## src/rtl/alu_share_arbiter.sv

```systemverilog
// alu_share_arbiter: two requesters (A, B) share one add/sub/max/compare unit.
// Round-robin grant, valid/ready request handshake, one operation in flight,
// registered result returned together with the requester ID.
// Optional build macro: ALU_ARB_SAT_EN (saturating ADD/SUB instead of modular).
module alu_share_arbiter #(
    parameter int WIDTH = 4
) (
    input  logic             clk,
    input  logic             rst_n,
    input  logic             a_valid,
    output logic             a_ready,
    input  logic [1:0]       a_op,
    input  logic [WIDTH-1:0] a_x,
    input  logic [WIDTH-1:0] a_y,
    input  logic             b_valid,
    output logic             b_ready,
    input  logic [1:0]       b_op,
    input  logic [WIDTH-1:0] b_x,
    input  logic [WIDTH-1:0] b_y,
    output logic             rsp_valid,
    input  logic             rsp_ready,
    output logic             rsp_id,
    output logic [WIDTH:0]   rsp_data
);

    typedef enum logic [1:0] {
        S_IDLE = 2'd0,
        S_EXEC = 2'd1,
        S_RESP = 2'd2
    } state_t;

    localparam logic [1:0] OP_ADD = 2'b00;
    localparam logic [1:0] OP_SUB = 2'b01;
    localparam logic [1:0] OP_MAX = 2'b10;

    state_t           state_q, state_d;
    logic             last_grant_q, last_grant_d;   // 0 = A, 1 = B
    logic             id_q, id_d;
    logic [1:0]       op_q, op_d;
    logic [WIDTH-1:0] x_q, x_d;
    logic [WIDTH-1:0] y_q, y_d;
    logic [WIDTH:0]   rsp_data_q, rsp_data_d;

    logic             gnt_a, gnt_b;
    logic [WIDTH:0]   alu_res;

    // Grant: only in IDLE and out of reset; a tie goes to the side not served last.
    always_comb begin
        gnt_a = 1'b0;
        gnt_b = 1'b0;
        if (state_q == S_IDLE && rst_n) begin
            if (a_valid && b_valid) begin
                if (last_grant_q) gnt_a = 1'b1;
                else              gnt_b = 1'b1;
            end else if (a_valid) begin
                gnt_a = 1'b1;
            end else if (b_valid) begin
                gnt_b = 1'b1;
            end
        end
    end

    // Shared arithmetic unit working on the latched operands.
    always_comb begin
        logic [WIDTH:0] xe, ye, sum, diff;
        logic           gt;
        xe      = {1'b0, x_q};
        ye      = {1'b0, y_q};
        sum     = xe + ye;
        diff    = xe - ye;
        gt      = (x_q > y_q);
        alu_res = '0;
        case (op_q)
            OP_ADD: begin
                alu_res = sum;
`ifdef ALU_ARB_SAT_EN
                if (sum[WIDTH]) alu_res = {1'b0, {WIDTH{1'b1}}};
`endif
            end
            OP_SUB: begin
                alu_res = diff;
`ifdef ALU_ARB_SAT_EN
                if (diff[WIDTH]) alu_res = '0;
`endif
            end
            OP_MAX:  alu_res = gt ? xe : ye;
            default: alu_res = {{WIDTH{1'b0}}, gt};
        endcase
    end

    // Next-state logic: accept in IDLE, compute in EXEC, hold result in RESP.
    always_comb begin
        state_d      = state_q;
        last_grant_d = last_grant_q;
        id_d         = id_q;
        op_d         = op_q;
        x_d          = x_q;
        y_d          = y_q;
        rsp_data_d   = rsp_data_q;
        case (state_q)
            S_IDLE: begin
                if (gnt_a) begin
                    op_d         = a_op;
                    x_d          = a_x;
                    y_d          = a_y;
                    id_d         = 1'b0;
                    last_grant_d = 1'b0;
                    state_d      = S_EXEC;
                end else if (gnt_b) begin
                    op_d         = b_op;
                    x_d          = b_x;
                    y_d          = b_y;
                    id_d         = 1'b1;
                    last_grant_d = 1'b1;
                    state_d      = S_EXEC;
                end
            end
            S_EXEC: begin
                rsp_data_d = alu_res;
                state_d    = S_RESP;
            end
            S_RESP: begin
                if (rsp_ready) state_d = S_IDLE;
            end
            default: state_d = S_IDLE;
        endcase
    end

    // State register; reset drops any in-flight operation and favours A on the first tie.
    always_ff @(posedge clk) begin
        if (!rst_n) begin
            state_q      <= S_IDLE;
            last_grant_q <= 1'b1;
            id_q         <= 1'b0;
            op_q         <= 2'b00;
            x_q          <= '0;
            y_q          <= '0;
            rsp_data_q   <= '0;
        end else begin
            state_q      <= state_d;
            last_grant_q <= last_grant_d;
            id_q         <= id_d;
            op_q         <= op_d;
            x_q          <= x_d;
            y_q          <= y_d;
            rsp_data_q   <= rsp_data_d;
        end
    end

    assign a_ready   = gnt_a;
    assign b_ready   = gnt_b;
    assign rsp_valid = (state_q == S_RESP);
    assign rsp_id    = id_q;
    assign rsp_data  = rsp_data_q;

endmodule

```

## config.mk

```make
export PLATFORM = sky130hd
export DESIGN_NAME = alu_share_arbiter
export DESIGN_NICKNAME = d
export VERILOG_FILES = /design/src/rtl/alu_share_arbiter.sv
export SDC_FILE = /design/constraint.sdc
export NUM_CORES = 1
export LEC_CHECK = 0
export CAP_MARGIN = 10
export CORE_MARGIN = 2
export CORE_UTILIZATION = 25
export DETAILED_ROUTE_END_ITERATION = 7
export PLACE_DENSITY_LB_ADDON = 0.08
export SLEW_MARGIN = 10
export SYNTH_ARGS = -nofsm -noshare
export SYNTH_HDL_FRONTEND = slang
export SYNTH_SLANG_ARGS = --single-unit
```

## constraint.sdc

```tcl
create_clock -name clk -period 2.5 [get_ports clk]
set_input_delay 0.375 -clock clk [delete_from_list [all_inputs] [get_ports clk]]
set_output_delay 0.375 -clock clk [all_outputs]
set_load 0.01 [all_outputs]
```

==> flow_summary.ini <==
[outcome]
outcome = completed

[critical_path]
critical-path-top-delay-family = buffers and inverters
cp-start-kind = primary input
critPathArrivalTime_ns = 1.84
cp_slowest_stage_delay_ns = 0.54
ff2ff_path_depth = 7
rr_endpoint = rsp_data[3]
ff2ff_setup_slack_ns = 0.45
critical_path_required_ns = 2.12
cp-end-kind = output pin
path_max_fanout = 3
crit_type = primary input to output pin
crit_path_top_delay_cell = clkdlybuf4s50_1
reg2reg_from = y_q[1]
cp_cell_sequence = clkdlybuf4s50_1 -> inv_2 -> nor3_4 -> nand3_2 -> inv_1 -> clkdlybuf4s50_1
cp_num_buf_inv = 4
crit_top_cell = clkdlybuf4s50_1

[placed_design]
port_buffers = 33
post-dp-hpwl_mm = 2.52
dp_slack_ns = 0.284
gp_congestion = 0.801
placed_cell_area_um2 = 1650

[grt]
grt_max_degree = 24
gr-total-overflow = 0
antenna_found_initial = 0
grt_use_total = 0.128
grt_pass1_vias = 1124
grt_pass1_wl_mm = 5.38

[synth]
synth_top_area_share = 0.304
syn_area_um2 = 1250
synth_top_area_cell = dfxtp_1
synthMostInstantiatedCell = dfxtp_1
synth.distinct_cells = 40
synth_common_cells = 19 x dfxtp_1, 15 x nor2_1, 14 x mux2i_1, 10 x a211oi_1, 10 x inv_1
ys_seq_area_frac = 0.304
yosys_warnings = 0
syn_inst = 139
ys.flop_type = dfxtp_1
yosys-top-cells-area = dfxtp_1 30%, mux2i_1 11%, ha_1 8.0%
synth_nets = 174
yosys_register_bits = 19
async_reset_ff_frac = 0
synth_edf_count = 0
syn_area_per_cell_um2 = 9.00

[detailed_routing]
wl_per_cell_um = 13.1
firstDrtPassIters = 4
via_per_inst = 4.64
antenna_left = 0
drtIter0Drc = 65
vias = 1109
wirelength_mm = 3.13
drc = 0

[worst_hold_path]
holdPathEnd = rsp_data[4]
hp-start = rsp_data[4]
hp-class = flip-flop to flip-flop
whs_path_depth = 2

[sta]
hold_viol = 0
worst_slew_pin_slew_ns = 0.482
worst_slack_ns = 0.290
fmax_ghz = 0.452
skew_ns = 0.00860
rsz0062_at_grt = false
period_minus_slack_ns = 2.21
report.final.slew_viol_count = 0
tns_ns = 0
setup_viol = 0
relSlewSlack = 0.678
period_share = 0.884

[floorplan]
coreArea_um2 = 4790
ios = 34
fp.dieW_um = 74.7
start_util = 0.261
die_area_um2 = 5590
die_h_um = 74.7
num_rows = 25

[cts]
clk_pin_slew_ns = 0.07
cts_inserted_buffers = 3
cts_root_buf = clkbuf_8
cts_tree = yes
ctsHoldBuffers = 0
cts_resized = 0
post_cts_buffers = 0
htreeDepth = 1
cts.sinks = 19
clockBufferDepth = 2
clkLatencyLatePin_ns = 0.26

[power_and_ir_drop]
p_leak_nw = 0.700
ir_worst_vdd_uv = 295
pwr_density_cell_nw_per_um2 = 565

[job]
maxCapViolCount = 0

[final_layout]
fin_area_um2 = 1700
n_fill_cell = 499
drive_above_1_share = 0.0930
syn2layout_area_growth_pct = 35.8
final_nets = 208
diodes = 0
-- through the flow --
step,power (mW),cells,util,hold WS (ns)
after floorplan,0.630,139,-,0.465
after global placement,0.743,235,0.345,0.450
after detailed placement,0.748,235,0.345,0.455
after CTS,0.981,239,0.355,0.465
after global routing,1.04,239,0.355,0.479
final,0.959,239,0.355,0.460
-- layout by cell type (no fill, tap or decap), types with 3 or more instances in the layout --
cell and n:
nor2_1 15, ha_1 8, a211oi_1 10, nor2b_1 4
o211ai_1 3, clkbuf_8 3, nand2b_1 3, buf_4 4
clkdlybuf4s50_1 33, mux2i_1 14, inv_1 10, nand2_1 6
a21oi_1 4, o21ai_0 6, dfxtp_1 19
-- state kept, by name (all words and copies together), names as in the netlist --
| name | flops |
|---|---|
| last_grant_q | 1 |
| rsp_id | 1 |
| rsp_data | 5 |
| x_q | 4 |
| y_q | 4 |
| state_q | 2 |
| op_q | 2 |
-- report_power, final --
part / internal, mW / leakage [nW] / total [mW] / switching, mW
registers: 0.337 / 0.156 / 0.382 / 0.0452
clock network: 0.112 / 0.0217 / 0.223 / 0.111
logic: 0.183 / 0.522 / 0.354 / 0.171
total: 0.632 / 0.700 / 0.959 / 0.327
-- logic make-up (layout without fill, tap and decap cells) --
kind of cell / after synthesis / in the layout / synth area share
xor gates and xnor gates: 1 / 1 / 0.00700
AOI/OAI and AO/OA: 35 / 35 / 0.204
adders and majority gates: 10 / 10 / 0.112
muxes: 14 / 14 / 0.112
buffers and inverters: 19 / 52 / 0.0690
and+or+nand+nor: 41 / 41 / 0.192
DFF: 19 / 19 / 0.304
-- worst max-delay path by stage --
stage,startpoint,to,cells after the start
after floorplan,y_q[1],rsp_data[3],7
after global placement,rst_n,b_ready,6
after detailed placement,rst_n,b_ready,6
after CTS,rst_n,b_ready,6
after global routing,rst_n,b_ready,6
final,rst_n,b_ready,6
-- per-layer routing --
layer,wire length [um],vias to the layer above,GRT usage,part of all wire
met4,22,0,0.0298,0.0070
met1,1560,519,0.179,0.50
met5,0,-,0,0
li1,-,562,-,-
met3,133,2,0.0335,0.043
met2,1410,26,0.198,0.45
-- cell type report --
cell class	count	area (um^2)	share of cell area
Clock buffer	3	41.3	0.0243
Clock inverter	1	7.51	0.00442
Inverter	11	41.3	0.0243
Multi-Input combinational cell	101	785	0.462
Tap cell	67	83.8	0.0493
Sequential cell	19	380	0.224
Timing Repair Buffer	37	360	0.212
-- worst register-to-register path: cells and delay by family (launching register included) --
| kind | cells | cell delay [ns] |
|---|---|---|
| compound gates | 4 | 0.91 |
| flops | 1 | 0.44 |
| fa+ha+maj | 1 | 0.32 |
| simple gates | 1 | 0.17 |
| buf+inv | 1 | 0.12 |
Power figures use the tool's default switching activity.
